`src/rtl/cnn_params.sv`:
```
// Shared parameters and helpers for the CNN datapath. The window element index
// convention here is also used by the weight packer and the MAC stage.
package cnn_params;

    // Bits needed to count 0..value-1. Never returns less than 1, so a
    // degenerate size still gets a legal one-bit counter.
    function automatic int clog2(input int value);
        int width;
        width = 0;
        for (int v = value - 1; v > 0; v = v >> 1) begin
            width++;
        end
        if (width < 1) begin
            width = 1;
        end
        return width;
    endfunction

    // Flattened window element index. r=0 is the oldest (top) row and c=0 is
    // the oldest (leftmost) column.
    function automatic int win_idx(input int r, input int c, input int kernel);
        return r * kernel + c;
    endfunction

endpackage

```
`src/rtl/conv_window_gen_line_buffer.sv`:
```
// One image row of delay: an enable-advanced circular buffer with a column
// pointer. o_dout always holds the entry that the next accepted pixel will
// overwrite, i.e. the pixel exactly DEPTH accepted pixels older.
module line_buffer
    import cnn_params::*;
#(
    parameter int DEPTH = 28,
    parameter int N     = 4
) (
    input  logic         clk,
    input  logic         rst,
    input  logic         i_en,
    input  logic [N-1:0] i_din,
    output logic [N-1:0] o_dout
);

    localparam int PTR_W = clog2(DEPTH);

    logic [N-1:0]     r_mem [DEPTH];
    logic [PTR_W-1:0] r_ptr;
    logic [PTR_W-1:0] w_ptr_next;
    logic [N-1:0]     r_dout;

    assign w_ptr_next = (r_ptr == PTR_W'(DEPTH - 1)) ? '0 : r_ptr + PTR_W'(1);

    // Storage write; contents are deliberately not cleared by reset.
    always_ff @(posedge clk) begin
        if (i_en) begin
            r_mem[r_ptr] <= i_din;
        end
    end

    // Column pointer tracks the write slot.
    always_ff @(posedge clk) begin
        if (rst) begin
            r_ptr <= '0;
        end else if (i_en) begin
            r_ptr <= w_ptr_next;
        end
    end

    // Registered read prefetches the next slot, so the oldest pixel is ready
    // combinationally when the next pixel arrives. The slot being read is not
    // written until the following enable, so no read/write collision occurs.
    always_ff @(posedge clk) begin
        if (i_en) begin
            r_dout <= r_mem[w_ptr_next];
        end
    end

    assign o_dout = r_dout;

endmodule

```
`src/rtl/conv_window_gen.sv`:
```
// Streaming KERNEL x KERNEL sliding-window generator (stride 1, no padding).
// Takes raster-order pixels, keeps KERNEL-1 rows in line buffers and presents
// a flattened window with a one-cycle enable, one cycle after each pixel.
module conv_window_gen
    import cnn_params::*;
#(
    parameter int KERNEL = 3,
    parameter int N      = 4,
    parameter int IMG_W  = 28,
    parameter int IMG_H  = 28
) (
    input  logic                       clk,
    input  logic                       rst,
    input  logic [N-1:0]               pix_in,
    input  logic                       pix_valid,
    output logic [KERNEL*KERNEL*N-1:0] data2conv,
    output logic                       en_out,
    output logic                       frame_done
);

    localparam int COL_W = clog2(IMG_W);
    localparam int ROW_W = clog2(IMG_H);

    logic [COL_W-1:0]           r_col;
    logic [ROW_W-1:0]           r_row;
    logic                       w_col_last;
    logic                       w_row_last;
    logic                       w_win_ok;
    logic [KERNEL-1:0][N-1:0]   w_tap;
    logic [N-1:0]               r_win [KERNEL][KERNEL];
    logic                       r_en;
    logic                       r_frame_done;

    assign w_col_last = (r_col == COL_W'(IMG_W - 1));
    assign w_row_last = (r_row == ROW_W'(IMG_H - 1));

    // A window is complete once KERNEL-1 full rows and columns precede the
    // current pixel; with a 1x1 kernel every pixel is a window.
    generate
        if (KERNEL == 1) begin : g_ok_k1
            assign w_win_ok = 1'b1;
        end else begin : g_ok_kn
            assign w_win_ok = (r_row >= ROW_W'(KERNEL - 1)) &&
                              (r_col >= COL_W'(KERNEL - 1));
        end
    endgenerate

    // Raster position of the pixel being accepted this cycle.
    always_ff @(posedge clk) begin
        if (rst) begin
            r_col <= '0;
            r_row <= '0;
        end else if (pix_valid) begin
            if (w_col_last) begin
                r_col <= '0;
                r_row <= w_row_last ? '0 : r_row + ROW_W'(1);
            end else begin
                r_col <= r_col + COL_W'(1);
            end
        end
    end

    // Tap k is the pixel k rows above the incoming one, same column.
    assign w_tap[0] = pix_in;
    generate
        for (genvar gi = 1; gi < KERNEL; gi++) begin : g_line
            line_buffer #(
                .DEPTH (IMG_W),
                .N     (N)
            ) u_line (
                .clk    (clk),
                .rst    (rst),
                .i_en   (pix_valid),
                .i_din  (w_tap[gi-1]),
                .o_dout (w_tap[gi])
            );
        end
    endgenerate

    // Window shift: every row moves one column toward c=0 and the newest
    // column is filled from the taps, newest row at the bottom.
    always_ff @(posedge clk) begin
        if (rst) begin
            for (int r = 0; r < KERNEL; r++) begin
                for (int c = 0; c < KERNEL; c++) begin
                    r_win[r][c] <= '0;
                end
            end
        end else if (pix_valid) begin
            for (int r = 0; r < KERNEL; r++) begin
                for (int c = 0; c < KERNEL - 1; c++) begin
                    r_win[r][c] <= r_win[r][c+1];
                end
                r_win[r][KERNEL-1] <= w_tap[KERNEL-1-r];
            end
        end
    end

    // Output flags, aligned with the window that the accepted pixel completes.
    always_ff @(posedge clk) begin
        if (rst) begin
            r_en         <= 1'b0;
            r_frame_done <= 1'b0;
        end else begin
            r_en         <= pix_valid && w_win_ok;
            r_frame_done <= pix_valid && w_col_last && w_row_last;
        end
    end

    // Flatten the window into the MAC stage's packing.
    generate
        for (genvar gi = 0; gi < KERNEL; gi++) begin : g_row
            for (genvar gj = 0; gj < KERNEL; gj++) begin : g_col
                assign data2conv[win_idx(gi, gj, KERNEL)*N +: N] = r_win[gi][gj];
            end
        end
    endgenerate

    assign en_out     = r_en;
    assign frame_done = r_frame_done;

endmodule

```
`config.mk`:
```
export PLATFORM = sky130hd
export DESIGN_NAME = conv_window_gen
export DESIGN_NICKNAME = d
export VERILOG_FILES = /design/src/rtl/cnn_params.sv /design/src/rtl/conv_window_gen_line_buffer.sv /design/src/rtl/conv_window_gen.sv
export SDC_FILE = /design/constraint.sdc
export NUM_CORES = 1
export LEC_CHECK = 0
export CAP_MARGIN = 20
export CORE_ASPECT_RATIO = 2
export CORE_MARGIN = 2
export CORE_UTILIZATION = 55
export DETAILED_ROUTE_END_ITERATION = 10
export PLACE_DENSITY = 0.76
export SYNTH_ARGS = -nofsm -noshare
export SYNTH_HDL_FRONTEND = slang
export SYNTH_SLANG_ARGS = --single-unit
```
`constraint.sdc`:
```
create_clock -name clk -period 2.53 [get_ports clk]
set_input_delay 0.506 -clock clk [delete_from_list [all_inputs] [get_ports clk]]
set_output_delay 0.506 -clock clk [all_outputs]
set_load 0.05 [all_outputs]
```
==> flow_summary.ini, run 1 <==
[layout]
areaGrowthSynthToFinish_pct = 17.8
final_layout_size_suffix_gt1_share_pct = 19.2
design_area_sq_mm = 0.0144
nNetsFinal = 964
nFillCells = 1585
antennaDiodeCount = 0

[routing]
drc = 0
route.vias.total = 7378
avgRoutedWirePerCell_um = 23.6
antenna_left = 0
drt-pass1-iter-count = 5
viasPerCell = 5.96
drtIter0Drc = 405
totalWireLength_um = 29300

[sta]
setup_viol = 0
rsz0062_at_grt = yes
fin_crit_sh_pct = 97.6
timing.slew.headroom_pct = 33.7
finalMaxSlewViolations = 0
timing.fmax_mhz = 405
fin_skew_ns = 0.0149
min_period_ns = 2.47
hold_viol_final = 0
worstMarginPinSlew_ns = 0.994

[synthesis]
synth_fp_nets = 847
synth-edff-count = 268
syn_inst = 828
syn_area_sq_mm = 0.0122
syn_area_per_cell_sq_um = 14.8
synthFlopType = edfxtp_1
ys_seq_area_share_pct = 69.4
async_flop_share_pct = 0
synth-seq-cells = 290
synthDistinctLibCells = 65
ys_warn_count = 0

[pwr]
powerDensity_mw_per_mm2 = 713
p_int_mw = 7.87
power_mw = 10.3
p_clk_share_pct = 35.7
power.switching_mw = 2.40
combPwrFrac_pct = 10.9
pwr-share-seq_pct = 53.4
p_sw_share_pct = 23.4
vdd_drop_max_mv = 0.698
p_leak_nw = 4.91

[cts]
holdBufCountCts = 0
numCtsBuffers = 24
post_cts.repair.setup_buffers = 0
path_clk_slew_ns = 0.07
clk_path_buf_depth = 3
clk_latency_ns = 0.53
cts_tree = built
h-tree-depth = 1
clock_sinks = 290
ctsRootBufferMaster = clkbuf_16

[critical_path]
cp_common_cell = buf_12
end_kind = flop
crit_chain = inv_1 > ha_2 > buf_12 > buf_12 > mux4_2 > o22ai_1 > nor3b_1
path_class = flop to flop
crit_fanout = 16
arrival_ns = 2.73
required_ns = 2.79
start_kind = flop
crit_slowest_cell = mux4_2
ff2ff_setup_slack_ns = 0.06
cpPeakStageDelay_ns = 0.57

[die]
start_util_pct = 55.7
die_h_um = 215
core-area_sq_mm = 0.0220
io_pins = 45
rows = 77
die_w_um = 109
die_area_sq_mm = 0.0235

[global_route]
grt_pass1_wl_um = 44900
grt_overflow = 0
antenna_found_initial = 0
grtUsageTotal_pct = 26.3
grt_max_degree = 38
grt_pass1_vias = 7807

[placed_design]
hpwlAfterDp_um = 21300
port_buffers = 44
placed_area_sq_mm = 0.0136
gp_congestion = 0.929

[worst_hold_path]
hold_path_class = flop to flop

[run]
drv_cap = 0

[run_status]
run_status = completed
-- per-layer routing --
metal / global-route usage, % / vias up / routed length [um]
met3: 2.85 / 94 / 1070
met5: 0 / - / 0
met4: 15.5 / 0 / 1920
met1: 26.7 / 3629 / 9190
met2: 49.5 / 226 / 17100
li1: - / 3429 / -
-- worst max-delay path: cells and delay by family, from the launching register on --
family | cells | cell delay (ns)
buffers and inverters | 3 | 0.42
multiplexers | 1 | 0.57
AO/OA/AOI/OAI | 1 | 0.31
flip-flops | 1 | 0.42
adder cells (fa/ha/maj) | 1 | 0.36
AND/OR/NAND/NOR | 1 | 0.11
-- worst paths after layout --
path | end | cells after the start | from
setup / recovery | g_line[2].u_line.o_dout[2]$_DFFE_PP_ | 7 | g_line[2].u_line.r_ptr[0]$_SDFFE_PP0P_
hold reg to reg | frame_done$_SDFF_PP0_ | 2 | r_row[4]$_SDFFE_PP0N_
hold / removal | frame_done$_SDFF_PP0_ | 2 | r_row[4]$_SDFFE_PP0N_
setup reg to reg | g_line[2].u_line.o_dout[2]$_DFFE_PP_ | 7 | g_line[2].u_line.r_ptr[0]$_SDFFE_PP0P_
-- cell type report --
cell class	count	area, sq um	share of cell area (%)
Sequential cell	290	8490	59.0
Tap cell	276	345	2.40
Clock inverter	12	125	0.869
Inverter	16	60.1	0.417
Multi-Input combinational cell	479	3510	24.4
Clock buffer	31	648	4.50
Timing Repair Buffer	134	1220	8.47
-- flip-flops by register name (all words and copies together), names as in the netlist --
| register | flops |
|---|---|
| r_win | 36 |
| r_row | 5 |
| r_col | 5 |
| frame_done | 1 |
| en_out | 1 |
| g_line.u_line.o_dout | 8 |
| g_line.u_line.r_mem | 224 |
| g_line.u_line.r_ptr | 10 |
-- cell usage after synthesis, types with 14 or more instances --
| cell | count | area share, % |
|---|---|---|
| nand2_1 | 56 | 1.7 |
| and2_1 | 66 | 3.4 |
| buf_2 | 16 | 0.65 |
| edfxtp_1 | 268 | 66 |
| inv_1 | 14 | 0.43 |
| o21ai_0 | 25 | 1.0 |
| mux4_2 | 28 | 5.2 |
| mux2i_1 | 19 | 1.6 |
| nor2_1 | 54 | 1.7 |
| a21oi_1 | 34 | 1.4 |
| dfxtp_1 | 22 | 3.6 |
| nor3_1 | 23 | 0.94 |
| clkbuf_1 | 21 | 0.64 |
| o22ai_1 | 15 | 0.77 |
-- power groups by stage --
stage,Clock [mW],Sequential [mW],Combinational (mW)
after global placement,0,5.58,1.10
after global routing,3.88,5.50,1.18
after CTS,3.73,5.48,1.12
after detailed placement,0,5.59,1.11
after floorplan,0,5.72,0.488
final,3.66,5.48,1.12
-- per-stage QoR --
stage / setup slack, ns / instances / hold WS [ns] / util, % / setup TNS (ns)
finish: 0.0595 / 1238 / 0.526 / 65.6 / 0
global route: -0.0359 / 1238 / 0.542 / 65.6 / -0.0497
CTS: 0.0285 / 1238 / 0.522 / 65.4 / 0
detailed placement: -0.0443 / 1195 / 0.511 / 61.8 / -0.0839
global placement: -0.0117 / 1195 / 0.499 / 61.8 / -0.0117
floorplan: 0.0528 / 828 / 0.481 / - / 0
-- cells by family (layout without fill, tap and decap cells) --
| logic type | Yosys count | after routing | synth area share (%) |
|---|---|---|---|
| multiplexers | 59 | 59 | 7.82 |
| AND/OR/NAND/NOR | 245 | 245 | 10.1 |
| AO/OA/AOI/OAI | 158 | 158 | 8.84 |
| XOR/XNOR | 5 | 5 | 0.358 |
| flip-flops | 290 | 290 | 69.4 |
| buffers and inverters | 59 | 193 | 2.19 |
| adder cells (fa/ha/maj) | 12 | 12 | 1.23 |
-- what timing repair did --
action | 4_1_cts | 5_1_grt
resized for setup | 2 | 11
setup endpoints to repair | 3 | 6
pin swaps | 0 | 1
cloned | 0 | 0
-- cells in the final DEF (no fill, tap or decap), types with 4 or more instances in the layout --
cell type        instances
ha_1                    10
and2_1                  66
mux2_2                  12
mux2i_1                 18
nand2b_1                10
clkinv_2                 4
o21ai_0                 23
clkbuf_16               25
nor3_1                  23
clkbuf_1                 6
edfxtp_1               268
nand3_1                 12
a21oi_1                 34
dfxtp_1                 22
o221ai_1                10
o21ai_1                  4
clkdlybuf4s50_1         44
inv_1                   14
a211oi_1                 9
a31oi_1                 12
o211ai_1                 8
nand2_1                 54
nor2_1                  53
nor3b_1                  7
o22ai_1                 14
mux4_2                  28
buf_12                   8
a221oi_1                 6
buf_4                   81
No activity file was read; power rests on OpenSTA's default activity.
==> run 2, diff against run 1 <==
Settings changed: ABC_CLOCK_PERIOD_IN_PS set to 2530, SLEW_MARGIN set to 20.
==> results of run 2 <==
Same layout as run 1: the final DEF is identical, and so are final timing and power.
==> run 3, diff against run 2 <==
Settings changed: CTS_CLUSTER_DIAMETER set to 60.
==> results of run 3 <==
Same layout as run 1: the final DEF is identical, and so are final timing and power.
